==> config.mk <==
export PLATFORM = sky130hd
export DESIGN_NAME = prog_loader
export DESIGN_NICKNAME = d
export VERILOG_FILES = /design/src/rtl/prog_loader.sv
export SDC_FILE = /design/constraint.sdc
export NUM_CORES = 1
export LEC_CHECK = 0
export BUFFER_PORTS_ARGS = -buffer_cell sky130_fd_sc_hd__buf_2
export CAP_MARGIN = 10
export CORE_UTILIZATION = 60
export DETAILED_ROUTE_END_ITERATION = 7
export PLACE_DENSITY = 0.85
export RECOVER_POWER = 50
export SYNTH_ARGS = -nofsm -noshare
export SYNTH_HDL_FRONTEND = slang
export SYNTH_SLANG_ARGS = --single-unit
==> constraint.sdc <==
create_clock -name clk -period 6.6 [get_ports clk]
set_input_delay 1.32 -clock clk [delete_from_list [all_inputs] [get_ports clk]]
set_output_delay 1.32 -clock clk [all_outputs]
set_load 0.05 [all_outputs]
==> src/rtl/prog_loader.sv <==
// -----------------------------------------------------------------------------
// prog_loader
//
// Receives a program over a byte stream, writes it word by word into an
// instruction memory, then releases the CPU from reset and supervises the run
// until the CPU halts or a cycle limit is reached.
//
// Stream format: 16-bit word count N (low byte first), then N 16-bit words,
// each low byte first. Word i is written to imem address i.
//
// Handshake: a byte moves from host to loader on a rising clk edge where
// in_valid and in_ready are both 1. The host may hold in_valid high for any
// number of cycles; in_ready is a registered, state-derived output and never
// depends combinationally on in_valid.
//
// Ports
//   clk          clock, all state changes on the rising edge
//   rst          synchronous active-high reset
//   in_data      program byte from host
//   in_valid     in_data holds a valid byte
//   in_ready     loader accepts a byte this cycle
//   imem_we      instruction-memory write strobe (one cycle per word)
//   imem_addr    instruction-memory word address
//   imem_wdata   instruction word {hi byte, lo byte}
//   cpu_n_rst    CPU active-low reset; 1 while the CPU runs or is done
//   cpu_halt     CPU halt indication
//   done         run finished (halt or timeout)
//   timeout      run finished by hitting MAX_CYCLES
//   err          illegal program length received; sticky until rst
//   cycles       number of RUN cycles counted
//   dbg_state_o  current FSM state, for debug and checker binding
// -----------------------------------------------------------------------------
module prog_loader #(
  parameter int unsigned ADDR_W     = 8,
  parameter int unsigned CYC_W      = 32,
  parameter int unsigned MAX_CYCLES = 100000
) (
  input  logic              clk,
  input  logic              rst,
  input  logic [7:0]        in_data,
  input  logic              in_valid,
  output logic              in_ready,
  output logic              imem_we,
  output logic [ADDR_W-1:0] imem_addr,
  output logic [15:0]       imem_wdata,
  output logic              cpu_n_rst,
  input  logic              cpu_halt,
  output logic              done,
  output logic              timeout,
  output logic              err,
  output logic [CYC_W-1:0]  cycles,
  output logic [2:0]        dbg_state_o
);

  typedef enum logic [2:0] {
    S_LEN_LO  = 3'd0,
    S_LEN_HI  = 3'd1,
    S_DATA_LO = 3'd2,
    S_DATA_HI = 3'd3,
    S_WRITE   = 3'd4,
    S_RUN     = 3'd5,
    S_DONE    = 3'd6,
    S_ERROR   = 3'd7
  } state_t;

  // Largest legal word count, 2**ADDR_W, held in 17 bits so that a 16-bit
  // length of 0xFFFF can be compared against 0x10000 without overflow.
  localparam logic [16:0] DEPTH = (ADDR_W >= 16) ? 17'h10000
                                                 : 17'(32'd1 << ADDR_W);

  localparam logic [CYC_W-1:0] CYC_LIMIT = CYC_W'(MAX_CYCLES);

  // ---------------------------------------------------------------------------
  // State and registered outputs
  // ---------------------------------------------------------------------------
  state_t              state_q,    state_d;
  logic [7:0]          lo_q,       lo_d;       // pending low byte (length or data)
  logic [ADDR_W-1:0]   idx_q,      idx_d;      // word index, doubles as imem_addr
  logic [ADDR_W-1:0]   last_q,     last_d;     // index of the final word, N-1
  logic [15:0]         wdata_q,    wdata_d;
  logic [CYC_W-1:0]    cyc_q,      cyc_d;
  logic                tmo_q,      tmo_d;
  logic                ready_q,    ready_d;
  logic                we_q,       we_d;
  logic                nrst_q,     nrst_d;
  logic                done_q,     done_d;
  logic                err_q,      err_d;

  // ---------------------------------------------------------------------------
  // Helper signals
  // ---------------------------------------------------------------------------
  logic                xfer;
  logic [15:0]         len_w;
  logic                len_bad;
  logic [CYC_W-1:0]    cyc_inc;

  // ready_q mirrors the current state, so this is the real byte transfer.
  assign xfer    = in_valid & ready_q;

  // Full length once the high byte is on in_data.
  assign len_w   = {in_data, lo_q};
  assign len_bad = (len_w == 16'd0) || ({1'b0, len_w} > DEPTH);

  assign cyc_inc = cyc_q + CYC_W'(1);

  // ---------------------------------------------------------------------------
  // Next-state logic
  // ---------------------------------------------------------------------------
  always_comb begin
    state_d = state_q;
    lo_d    = lo_q;
    idx_d   = idx_q;
    last_d  = last_q;
    wdata_d = wdata_q;
    cyc_d   = cyc_q;
    tmo_d   = tmo_q;

    case (state_q)
      S_LEN_LO: begin
        if (xfer) begin
          lo_d    = in_data;
          state_d = S_LEN_HI;
        end
      end

      S_LEN_HI: begin
        if (xfer) begin
          if (len_bad) begin
            state_d = S_ERROR;
          end else begin
            // N is known to be 1..2**ADDR_W here, so N-1 fits in ADDR_W
            // bits and the index can never wrap.
            idx_d   = '0;
            last_d  = ADDR_W'(len_w - 16'd1);
            state_d = S_DATA_LO;
          end
        end
      end

      S_DATA_LO: begin
        if (xfer) begin
          lo_d    = in_data;
          state_d = S_DATA_HI;
        end
      end

      S_DATA_HI: begin
        if (xfer) begin
          wdata_d = {in_data, lo_q};
          state_d = S_WRITE;
        end
      end

      S_WRITE: begin
        if (idx_q == last_q) begin
          state_d = S_RUN;
        end else begin
          idx_d   = idx_q + ADDR_W'(1);
          state_d = S_DATA_LO;
        end
      end

      S_RUN: begin
        // A halt in the same cycle the limit would be hit wins: the counter
        // does not advance and the run is not flagged as a timeout.
        if (cpu_halt) begin
          tmo_d   = 1'b0;
          state_d = S_DONE;
        end else begin
          cyc_d = cyc_inc;
          if (cyc_inc == CYC_LIMIT) begin
            tmo_d   = 1'b1;
            state_d = S_DONE;
          end
        end
      end

      S_DONE: begin
        // Any byte here starts a new program: it is its length low byte.
        if (xfer) begin
          lo_d    = in_data;
          cyc_d   = '0;
          tmo_d   = 1'b0;
          state_d = S_LEN_HI;
        end
      end

      S_ERROR: begin
        state_d = S_ERROR;
      end

      default: begin
        state_d = S_ERROR;
      end
    endcase

    // Outputs are decoded from the state being entered and registered, so
    // each output flop is aligned with the state register.
    ready_d = (state_d == S_LEN_LO)  || (state_d == S_LEN_HI) ||
              (state_d == S_DATA_LO) || (state_d == S_DATA_HI) ||
              (state_d == S_DONE);
    we_d    = (state_d == S_WRITE);
    nrst_d  = (state_d == S_RUN) || (state_d == S_DONE);
    done_d  = (state_d == S_DONE);
    err_d   = (state_d == S_ERROR);
  end

  // ---------------------------------------------------------------------------
  // Registers
  // ---------------------------------------------------------------------------
  always_ff @(posedge clk) begin
    if (rst) begin
      state_q <= S_LEN_LO;
      lo_q    <= '0;
      idx_q   <= '0;
      last_q  <= '0;
      wdata_q <= '0;
      cyc_q   <= '0;
      tmo_q   <= 1'b0;
      ready_q <= 1'b1;
      we_q    <= 1'b0;
      nrst_q  <= 1'b0;
      done_q  <= 1'b0;
      err_q   <= 1'b0;
    end else begin
      state_q <= state_d;
      lo_q    <= lo_d;
      idx_q   <= idx_d;
      last_q  <= last_d;
      wdata_q <= wdata_d;
      cyc_q   <= cyc_d;
      tmo_q   <= tmo_d;
      ready_q <= ready_d;
      we_q    <= we_d;
      nrst_q  <= nrst_d;
      done_q  <= done_d;
      err_q   <= err_d;
    end
  end

  // ---------------------------------------------------------------------------
  // Output mapping
  // ---------------------------------------------------------------------------
  assign in_ready    = ready_q;
  assign imem_we     = we_q;
  assign imem_addr   = idx_q;
  assign imem_wdata  = wdata_q;
  assign cpu_n_rst   = nrst_q;
  assign done        = done_q;
  assign timeout     = tmo_q;
  assign err         = err_q;
  assign cycles      = cyc_q;
  assign dbg_state_o = state_q;

endmodule

==> out/results.ini <==
[power_and_ir_drop]
p_sw_share_pct=28.99
combPwrFrac_pct=15.1
power.switching_w=0.0003313
powerDensity_nw_per_um2=228.3
p_leak_nw=1.711
pwr-share-seq_pct=45.9
p_total_w=0.001143
p_int_w=0.0008115
clkPwrFrac_pct=39.0
ir_worst_vdd_mv=0.2317

[cts]
hold_buffers=0
postCtsResizedCells=0
path_clk_slew_ps=80
tritoncts=yes
clock_latency_ps=360
cts_buffers=9
cts-root-buf=clkbuf_8
htreeDepth=3
cts.path.max_buffers=2
post_cts_buffers=0
cts_sinks=81

[synth]
netlist_instances=566
syn-num-nets=583
ys_seq_area_share_pct=36.52
synth_edf_count=0
ys_types=62
synth_seq_cells=81
synth-warning-count=0
synth_flop_cell=dfxtp_1
ys_async_sr_fraction_pct=0
syn_area_per_cell_um2=7.845
synth_area_um2=4441

[finish]
antenna_cells=0
final_area_um2=5005
drive_gt1_share_pct=10.43
final_cell_mix=dfxtp_1 (81), nand2_1 (71), nor2_1 (69), clkbuf_1 (48), a21oi_1 (40)
nNetsFinal=636
syn_to_final_growth_pct=12.71
layout.cells.most_common=dfxtp_1

[place]
placed_cell_area_um2=4836
hpwl_mm=8.157
place_congestion=0.8982
port_buffers=76

[drt]
drt_wl_total_mm=11.85
ant_nets=0
via_per_inst=6.298
wl_met2_mm=5.424
m1WireLength_mm=5.338
drt_iter0_drc=395
drc=0
dr.pass1.iters=5
top_layer=met4
route.vias.total=4528
drt-wirelength-per-cell_um=16.48
dr_wl_met3_um=979

[floorplan]
rows=30
core_um2=6982
die_area_um2=7749
fp.dieH_um=88.03
die-width_um=88.03
io_pins=77
start_util_pct=63.60

[worst_setup_path]
slowest_delay_ps=800
crit_required_ps=6820
path_max_fanout=34
cp-start-kind=input pin
crit_family=buffers and inverters
critPathSlowestCell=clkbuf_1
crit_top_cell=clkbuf_1
arrival_ps=3910
path_cells=clkbuf_1 -> or3_1 -> clkbuf_1 -> o21ai_0 -> clkbuf_1 -> o21ai_0 -> a22oi_1 -> nor2_1
worst_r2r_startpoint=dbg_state_o[0]
crit_start=cpu_halt
crit_type=input pin to flop
critPathCaptureType=flop
worst-path-buf-inv=3

[global_route]
grt_max_degree=71
grt_overflow=0
track_usage_pct=31.73
grt_pass1_wl_mm=19.31
antenna_found_initial=0
grt_pass1_vias=3930

[timing]
timing.setup.tns_ps=0
finClkSkew_ps=14.24
relSlewSlack_pct=3.364
tightest_slew_ps=1450
finalCriticalPeriod_ps=3687
fin_hold_ws_ps=464.5
setup_viol=0
max_freq_mhz=271.2
hold_viol_final=0
rsz0062_at_grt=no
period_share_pct=55.86
finalMaxSlewViolations=0

[hold_path]
holdCritStartpoint=imem_wdata[7]
hp-class=flop to flop

[outcome]
status=completed

[job]
max-cap-violations=0

-- kinds of logic after synthesis --
| group | share of synthesized area [%] |
|---|---|
| AOI/OAI and AO/OA | 19.92 |
| xor gates and xnor gates | 5.720 |
| adders and majority gates | 1.409 |
| buffers and inverters | 4.339 |
| DFF | 36.52 |
| muxes | 2.480 |
| and+or+nand+nor | 29.61 |
-- power groups by stage --
stage | Combinational [W] | Sequential [W] | Clock (W)
floorplan | 0.000107 | 0.000558 | 0
global placement | 0.000169 | 0.000535 | 0
detailed placement | 0.000174 | 0.000535 | 0
CTS | 0.000175 | 0.000524 | 0.000449
global route | 0.000187 | 0.000528 | 0.000466
finish | 0.000173 | 0.000525 | 0.000445
-- per-layer routing --
layer,up-vias,GRT usage (%)
met5,-,0
met4,0,7.478
met3,12,7.540
met2,211,49.75
met1,2131,44.21
li1,2174,-
-- per-stage QoR --
stage	setup WS, ps	std cells	utilization, %
6_report	2913	719	71.68
5_1_grt	2698	719	71.68
4_1_cts	3098	719	72.69
3_5_place_dp	2724	704	69.27
3_3_place_gp	2933	704	69.27
2_1_floorplan	3329	566	-
-- final timing paths --
kind | end | cells after the start | slack, ps
max | cycles[9] | 8 | 2910
min | imem_wdata[7] | 2 | 460
max reg2reg | cycles[9] | 8 | 3210
min reg2reg | imem_wdata[7] | 2 | 460
-- Yosys cell counts (3+ instances only) --
library cell | n | area [µm²]
nand2_1 | 71 | 266.5
and4_1 | 6 | 52.55
clkbuf_1 | 33 | 123.9
nor2b_1 | 4 | 25.02
a311oi_1 | 12 | 105.1
ha_1 | 5 | 62.56
xor2_1 | 10 | 87.58
a211oi_1 | 12 | 90.09
or4_1 | 4 | 30.03
o21ai_0 | 24 | 120.1
nor3_1 | 21 | 105.1
nor2_1 | 69 | 259.0
dfxtp_1 | 81 | 1622
nand4_1 | 19 | 118.9
a21oi_1 | 40 | 200.2
xnor2_1 | 19 | 166.4
nand3_1 | 12 | 60.06
buf_2 | 6 | 30.03
or3_1 | 9 | 56.30
a22oi_1 | 6 | 45.04
nor3b_1 | 3 | 22.52
and3_1 | 9 | 56.30
nand2b_1 | 3 | 18.77
a31oi_1 | 9 | 56.30
inv_1 | 8 | 30.03
nor4_1 | 12 | 75.07
o211ai_1 | 3 | 22.52
mux2i_1 | 11 | 110.1
nor4b_1 | 3 | 26.28
-- sequential cells by signal (all words and copies together) (netlist names) --
register and cells:
imem_we 1, imem_wdata 16, cpu_n_rst 1, err 1
last_q 8, cycles 32, lo_q 8, in_ready 1
timeout 1, done 1, dbg_state_o 3, imem_addr 8
-- layout make-up --
cell class / count / area (µm²)
multi-input cells: 436 / 2631
fillers: 623 / 1977
flip-flops and latches: 81 / 1622
repair buffers: 83 / 362.8
clock buffers: 9 / 123.9
well taps: 96 / 120.1
clock inverters: 6 / 115.1
inverters: 8 / 30.03
-- worst reg2reg max path: stages (launching register included) --
cell,delay [ps]
dfxtp_1,550
inv_1,180
or3_1,390
clkbuf_1,570
o21ai_0,250
clkbuf_1,800
o21ai_0,210
a22oi_1,240
nor2_1,60
No activity file was read; power rests on OpenSTA's default activity.
